**config.mk**
```make
export PLATFORM = sky130hd
export DESIGN_NAME = contador_seq
export DESIGN_NICKNAME = d
export VERILOG_FILES = /design/src/rtl/contador_seq.sv
export SDC_FILE = /design/constraint.sdc
export NUM_CORES = 1
export LEC_CHECK = 0
export ABC_AREA = 1
export BUFFER_PORTS_ARGS = -buffer_cell sky130_fd_sc_hd__buf_2
export CAP_MARGIN = 20
export CORE_UTILIZATION = 30
export CTS_BUF_LIST = sky130_fd_sc_hd__clkbuf_2 sky130_fd_sc_hd__clkbuf_4 sky130_fd_sc_hd__clkbuf_8
export DETAILED_ROUTE_END_ITERATION = 8
export PLACE_DENSITY_LB_ADDON = 0.05
export SLEW_MARGIN = 30
export SYNTH_ARGS = -nofsm -noshare
export SYNTH_HDL_FRONTEND = slang
export SYNTH_SLANG_ARGS = --single-unit
```
**constraint.sdc**
```tcl
create_clock -name clk -period 2.3 [get_ports clk]
set_input_delay 0.46 -clock clk [delete_from_list [all_inputs] [get_ports clk]]
set_output_delay 0.46 -clock clk [all_outputs]
set_load 0.005 [all_outputs]
```
**src/rtl/contador_seq.sv**
```systemverilog
// Configurable up/down counter sequencer: accepts a job over a valid/ready
// handshake, then runs wrap-up, wrap-down or bounce patterns with pause and abort.
module contador_seq #(
    parameter int WIDTH = 5,
    parameter int EVW   = 8
) (
    input  logic             clk,
    input  logic             rst,
    input  logic             cfg_valid,
    output logic             cfg_ready,
    input  logic [WIDTH-1:0] cfg_lo,
    input  logic [WIDTH-1:0] cfg_hi,
    input  logic [1:0]       cfg_mode,
    input  logic [EVW-1:0]   cfg_count,
    input  logic             en,
    input  logic             abort,
    output logic [WIDTH-1:0] s,
    output logic             dir,
    output logic             busy,
    output logic             done,
    output logic             err
);

    localparam logic [1:0]       MODE_UP     = 2'b00;
    localparam logic [1:0]       MODE_DOWN   = 2'b01;
    localparam logic [1:0]       MODE_BOUNCE = 2'b10;
    localparam logic [1:0]       MODE_RSVD   = 2'b11;
    localparam logic [WIDTH-1:0] STEP        = {{(WIDTH-1){1'b0}}, 1'b1};
    localparam logic [EVW-1:0]   EV_ONE      = {{(EVW-1){1'b0}}, 1'b1};
    localparam logic [EVW-1:0]   EV_ZERO     = {EVW{1'b0}};

    typedef enum logic {
        IDLE = 1'b0,
        RUN  = 1'b1
    } state_t;

    state_t           state_r;
    logic [WIDTH-1:0] lo_r;
    logic [WIDTH-1:0] hi_r;
    logic [1:0]       mode_r;
    logic [EVW-1:0]   count_r;
    logic [EVW-1:0]   ev_r;

    logic             terminal_s;
    logic             final_s;
    logic             reject_s;
    logic [EVW-1:0]   ev_next_s;

    assign cfg_ready = (state_r == IDLE);

    // Limit detection and configuration legality
    always_comb begin
        ev_next_s  = ev_r + EV_ONE;
        terminal_s = ((dir == 1'b0) && (s == hi_r)) || ((dir == 1'b1) && (s == lo_r));
        final_s    = terminal_s && (count_r != EV_ZERO) && (ev_next_s == count_r);
        reject_s   = (cfg_lo >= cfg_hi) || (cfg_mode == MODE_RSVD);
    end

    // Sequencer state, counter datapath and registered status pulses
    always_ff @(posedge clk) begin
        if (rst) begin
            state_r <= IDLE;
            lo_r    <= {WIDTH{1'b0}};
            hi_r    <= {WIDTH{1'b0}};
            mode_r  <= MODE_UP;
            count_r <= EV_ZERO;
            ev_r    <= EV_ZERO;
            s       <= {WIDTH{1'b0}};
            dir     <= 1'b0;
            busy    <= 1'b0;
            done    <= 1'b0;
            err     <= 1'b0;
        end else begin
            done <= 1'b0;
            err  <= 1'b0;
            case (state_r)
                IDLE: begin
                    if (cfg_valid) begin
                        if (reject_s) begin
                            err <= 1'b1;
                        end else begin
                            lo_r    <= cfg_lo;
                            hi_r    <= cfg_hi;
                            mode_r  <= cfg_mode;
                            count_r <= cfg_count;
                            ev_r    <= EV_ZERO;
                            state_r <= RUN;
                            busy    <= 1'b1;
                            s       <= (cfg_mode == MODE_DOWN) ? cfg_hi : cfg_lo;
                            dir     <= (cfg_mode == MODE_DOWN);
                        end
                    end else begin
                        state_r <= IDLE;
                    end
                end
                RUN: begin
                    // Abort outranks both the enable and a coincident final event
                    if (abort) begin
                        state_r <= IDLE;
                        busy    <= 1'b0;
                    end else if (en) begin
                        if (final_s) begin
                            state_r <= IDLE;
                            busy    <= 1'b0;
                            done    <= 1'b1;
                        end else if (terminal_s) begin
                            ev_r <= ev_next_s;
                            case (mode_r)
                                MODE_UP:   s <= lo_r;
                                MODE_DOWN: s <= hi_r;
                                MODE_BOUNCE: begin
                                    dir <= ~dir;
                                    s   <= dir ? (lo_r + STEP) : (hi_r - STEP);
                                end
                                default:   s <= lo_r;
                            endcase
                        end else begin
                            s <= dir ? (s - STEP) : (s + STEP);
                        end
                    end else begin
                        state_r <= RUN;
                    end
                end
                default: begin
                    state_r <= IDLE;
                    busy    <= 1'b0;
                end
            endcase
        end
    end

endmodule
```
==> impl_metrics.csv <==
group,metric,value,unit
clock_network,insertion_delay,0.30,ns
worst_setup_path,critPathCaptureType,"flop",
worst_hold_path,hold_depth,2,
worst_setup_path,crit_fanout,13,
worst_setup_path,r2r_start,"ev_r[1]$_SDFFE_PP0P_",
synth,synth_area_leaders,"dfxtp_1 (26%), nand2_1 (14%), inv_1 (8.4%), nand3_1 (7.1%), a21oi_1 (6.8%)",
worst_setup_path,arrival,2.27,ns
finish,drive_gt1_share,18.42,%
worst_setup_path,cp_common_cell,"nand2_1",
synth,syn_inst,453,
global_routing,grt_antenna_before_repair,0,
worst_setup_path,r2r_slack,0.23,ns
synth,syn-num-nets,492,
outcome,status,"finished, final reports clean",
global_routing,grt_pass1_vias,2774,
routing,drc_errors,0,
die,core_area,0.009240,mm^2
synth,synth_top_cell_by_area,"dfxtp_1",
power_and_ir_drop,ir_worst_vdd,0.0002402,V
clock_network,post_cts_buffers,0,
finish,multi_input_area,0.001784,mm^2
clock_network,clk_pin_slew,0.09,ns
worst_setup_path,critPathSlowestCell,"dfxtp_1",
routing,initialDrtViolationCount,125,
worst_setup_path,path_cells,"ha_2, nand2_2, nor2_4, nand3_1, nand3_1, nand2_1, nor2_2, nand3_2, nand2_2, nand2_4, nand2_4, nand2_1, nand2_1, nor2_1",
synth,synth_top_area_share,26.49,%
timing,setup_tns,0,ns
timing,fin_crit_sh,90.10,%
finish,seq_area,762.0,um^2
timing,holdWs,0.3796,ns
timing,tightest_slew,0.4128,ns
placed_design,dp_hpwl,7004,um
worst_setup_path,slowest_delay,0.40,ns
die,die_w,99.84,um
routing,firstDrtPassIters,5,
worst_hold_path,worstHoldStart,"rst",
placed_design,gp_congestion,0.8078,
timing,drv_slew,0,
routing,final_antenna_net_count,0,
timing,setup_viol,0,
clock_network,cts_buffers,5,
worst_hold_path,hold_class,"input port to flop",
finish,area_growth,16.30,%
synth,synth_warnings,0,
power_and_ir_drop,pwr_density_cell,620.2,mW/mm^2
placed_design,io_buffers,34,
power_and_ir_drop,leakage,1.582,nW
timing,hold_violations,0,
finish,antenna_cells,0,
global_routing,grt_pass1_wl,14670,um
finish,n_fill_cell,1050,
worst_setup_path,startpoint_type,"flop",
timing,fin_crit,2.072,ns
global_routing,grt_max_degree,22,
routing,finalWirelength,8905,um
worst_setup_path,critPathTopFamily,"simple AND/OR/NAND/NOR gates",
synth,netlist_area,0.002872,mm^2
die,die_h,99.84,um
finish,layout_common_cells,"nand2_1 (109), inv_1 (64), nand3_1 (41), a21oi_1 (39), dfxtp_1 (37)",
clock_network,htree_num_levels,2,
clock_network,clock_tree.root_cell,"clkbuf_8",
global_routing,grt_use_total,19.02,%
routing,vias,2967,
worst_setup_path,criticalPathCategory,"flop to flop",
worst_setup_path,r2r_end,"s[2]$_SDFFE_PP0P_",
timing,finalClockSkew,0.01021,ns
placed_design,place_inst,616,
synth,avgSynthCellArea,6.339,um^2
clock_network,clockBufferDepth,2,
placed_design,placed_area,0.003249,mm^2
finish,final_common_cell,"nand2_1",
finish,final_cell_count_no_fill,623,
global_routing,grt_overflow,0,
timing,fmax,482.6,MHz
power_and_ir_drop,power,0.002071,W
routing,via_per_inst,4.762,
clock_network,cts_tree,"yes",
worst_setup_path,reg2reg_depth,14,
synth,ys_types,35,
timing,max_slew_margin,72.36,%
die,die-area,0.009967,mm^2
routing,wl_per_cell,14.29,um
die,ioPinCount,35,
worst_setup_path,cp_num_buf_inv,0,
die,num_rows,35,
die,initial_core_util,31.08,%
worst_hold_path,whs_endpoint,"s[1]$_SDFFE_PP0P_",
clock_network,cts.sinks,38,
job,cap_viol_max_count,0,
finish,final_nets,533,
timing,rsz0062_at_grt,"no",
finish,fin_area,0.003339,mm^2
synth,ys_ff_latch,38,
synth,ys_seq_area_share,26.49,%
worst_setup_path,cp.required,2.50,ns
cell type report:
cell class / instances / share of cell area (%)
Timing Repair Buffer: 49 / 8.842
Multi-Input combinational cell: 332 / 53.43
Sequential cell: 38 / 22.82
Inverter: 68 / 7.718
Clock buffer: 5 / 2.061
Clock inverter: 2 / 0.2997
Tap cell: 129 / 4.833
sequential cells by signal, indices dropped and copies added, names as in the netlist:
name	flops
count_r	8
mode_r	2
lo_r	5
hi_r	5
s	5
done	1
ev_r	8
busy	1
state_r	1
err	1
dir	1
synth_stat cells, drive strengths merged:
cell	number
nor3	1
xnor2	2
nand2	119
and3	1
o21ai	32
ha	13
xor2	4
o211ai	10
dfxtp	38
clkbuf	7
nand4	16
nor3b	1
clkinv	1
fa	1
inv	67
nor4	1
buf	8
nor2	43
a22oi	2
and2	1
o21bai	1
a21oi	40
nand3	44
how the worst max path moves through the flow:
stage | depth (start not counted) | endpoint | startpoint | slack, ns
floorplan | 11 | ev_r[0]$_SDFFE_PP0P_ | cfg_hi[2] | 0.26
global placement | 10 | lo_r[2]$_SDFFE_PP0P_ | cfg_hi[2] | 0.02
detailed placement | 11 | ev_r[1]$_SDFFE_PP0P_ | cfg_hi[2] | -0.05
CTS | 12 | s[2]$_SDFFE_PP0P_ | ev_r[1]$_SDFFE_PP0P_ | 0.14
global route | 14 | s[4]$_SDFFE_PP0P_ | ev_r[1]$_SDFFE_PP0P_ | 0.006
finish | 14 | s[2]$_SDFFE_PP0P_ | ev_r[1]$_SDFFE_PP0P_ | 0.23
logic make-up after synthesis:
kind of cell / share of synthesized area, %
AO/OA/AOI/OAI: 16.08
AND/OR/NAND/NOR: 37.52
buffers and inverters: 11.72
XOR/XNOR: 1.830
flip-flops: 26.49
adder cells (fa/ha/maj): 6.362
power by group:
group / internal (W) / total, W / switching (W)
registers: 0.000727 / 0.000807 / 0.0000790
clock network: 0.000204 / 0.000464 / 0.000260
logic: 0.000304 / 0.000801 / 0.000496
total: 0.00124 / 0.00207 / 0.000835
what timing repair did:
| item | 4_1_cts | 5_1_grt |
|---|---|---|
| resized for setup | 0 | 5 |
| endpoints found under the setup margin | 0 | 9 |
| hold buffers | 0 | 0 |
worst reg2reg max path: stages (launching register included):
cell and delay [ns]:
dfxtp_1 0.40, ha_2 0.23, nand2_2 0.10, nor2_4 0.15, nand3_1 0.11, nand3_1 0.09
nand2_1 0.11, nor2_2 0.17, nand3_2 0.10, nand2_2 0.08, nand2_4 0.12, nand2_4 0.14
nand2_1 0.07, nand2_1 0.05, nor2_1 0.04
per-layer routing:
metal / track usage (%) / routed length [um] / up-vias
li1: - / - / 1561
met1: 28.99 / 4881 / 1339
met2: 28.33 / 3642 / 62
met3: 2.577 / 306 / 5
met4: 3.733 / 75 / 0
met5: 0 / 0 / -
stage by stage:
stage / util (%) / worst slack, ns
final: 36.14 / 0.2278
after global routing: 36.14 / 0.005884
after CTS: 36.02 / 0.1389
after detailed placement: 35.17 / -0.04989
after global placement: 35.17 / 0.02384
after floorplan: - / 0.2602
No activity file was read; power rests on OpenSTA's default activity.
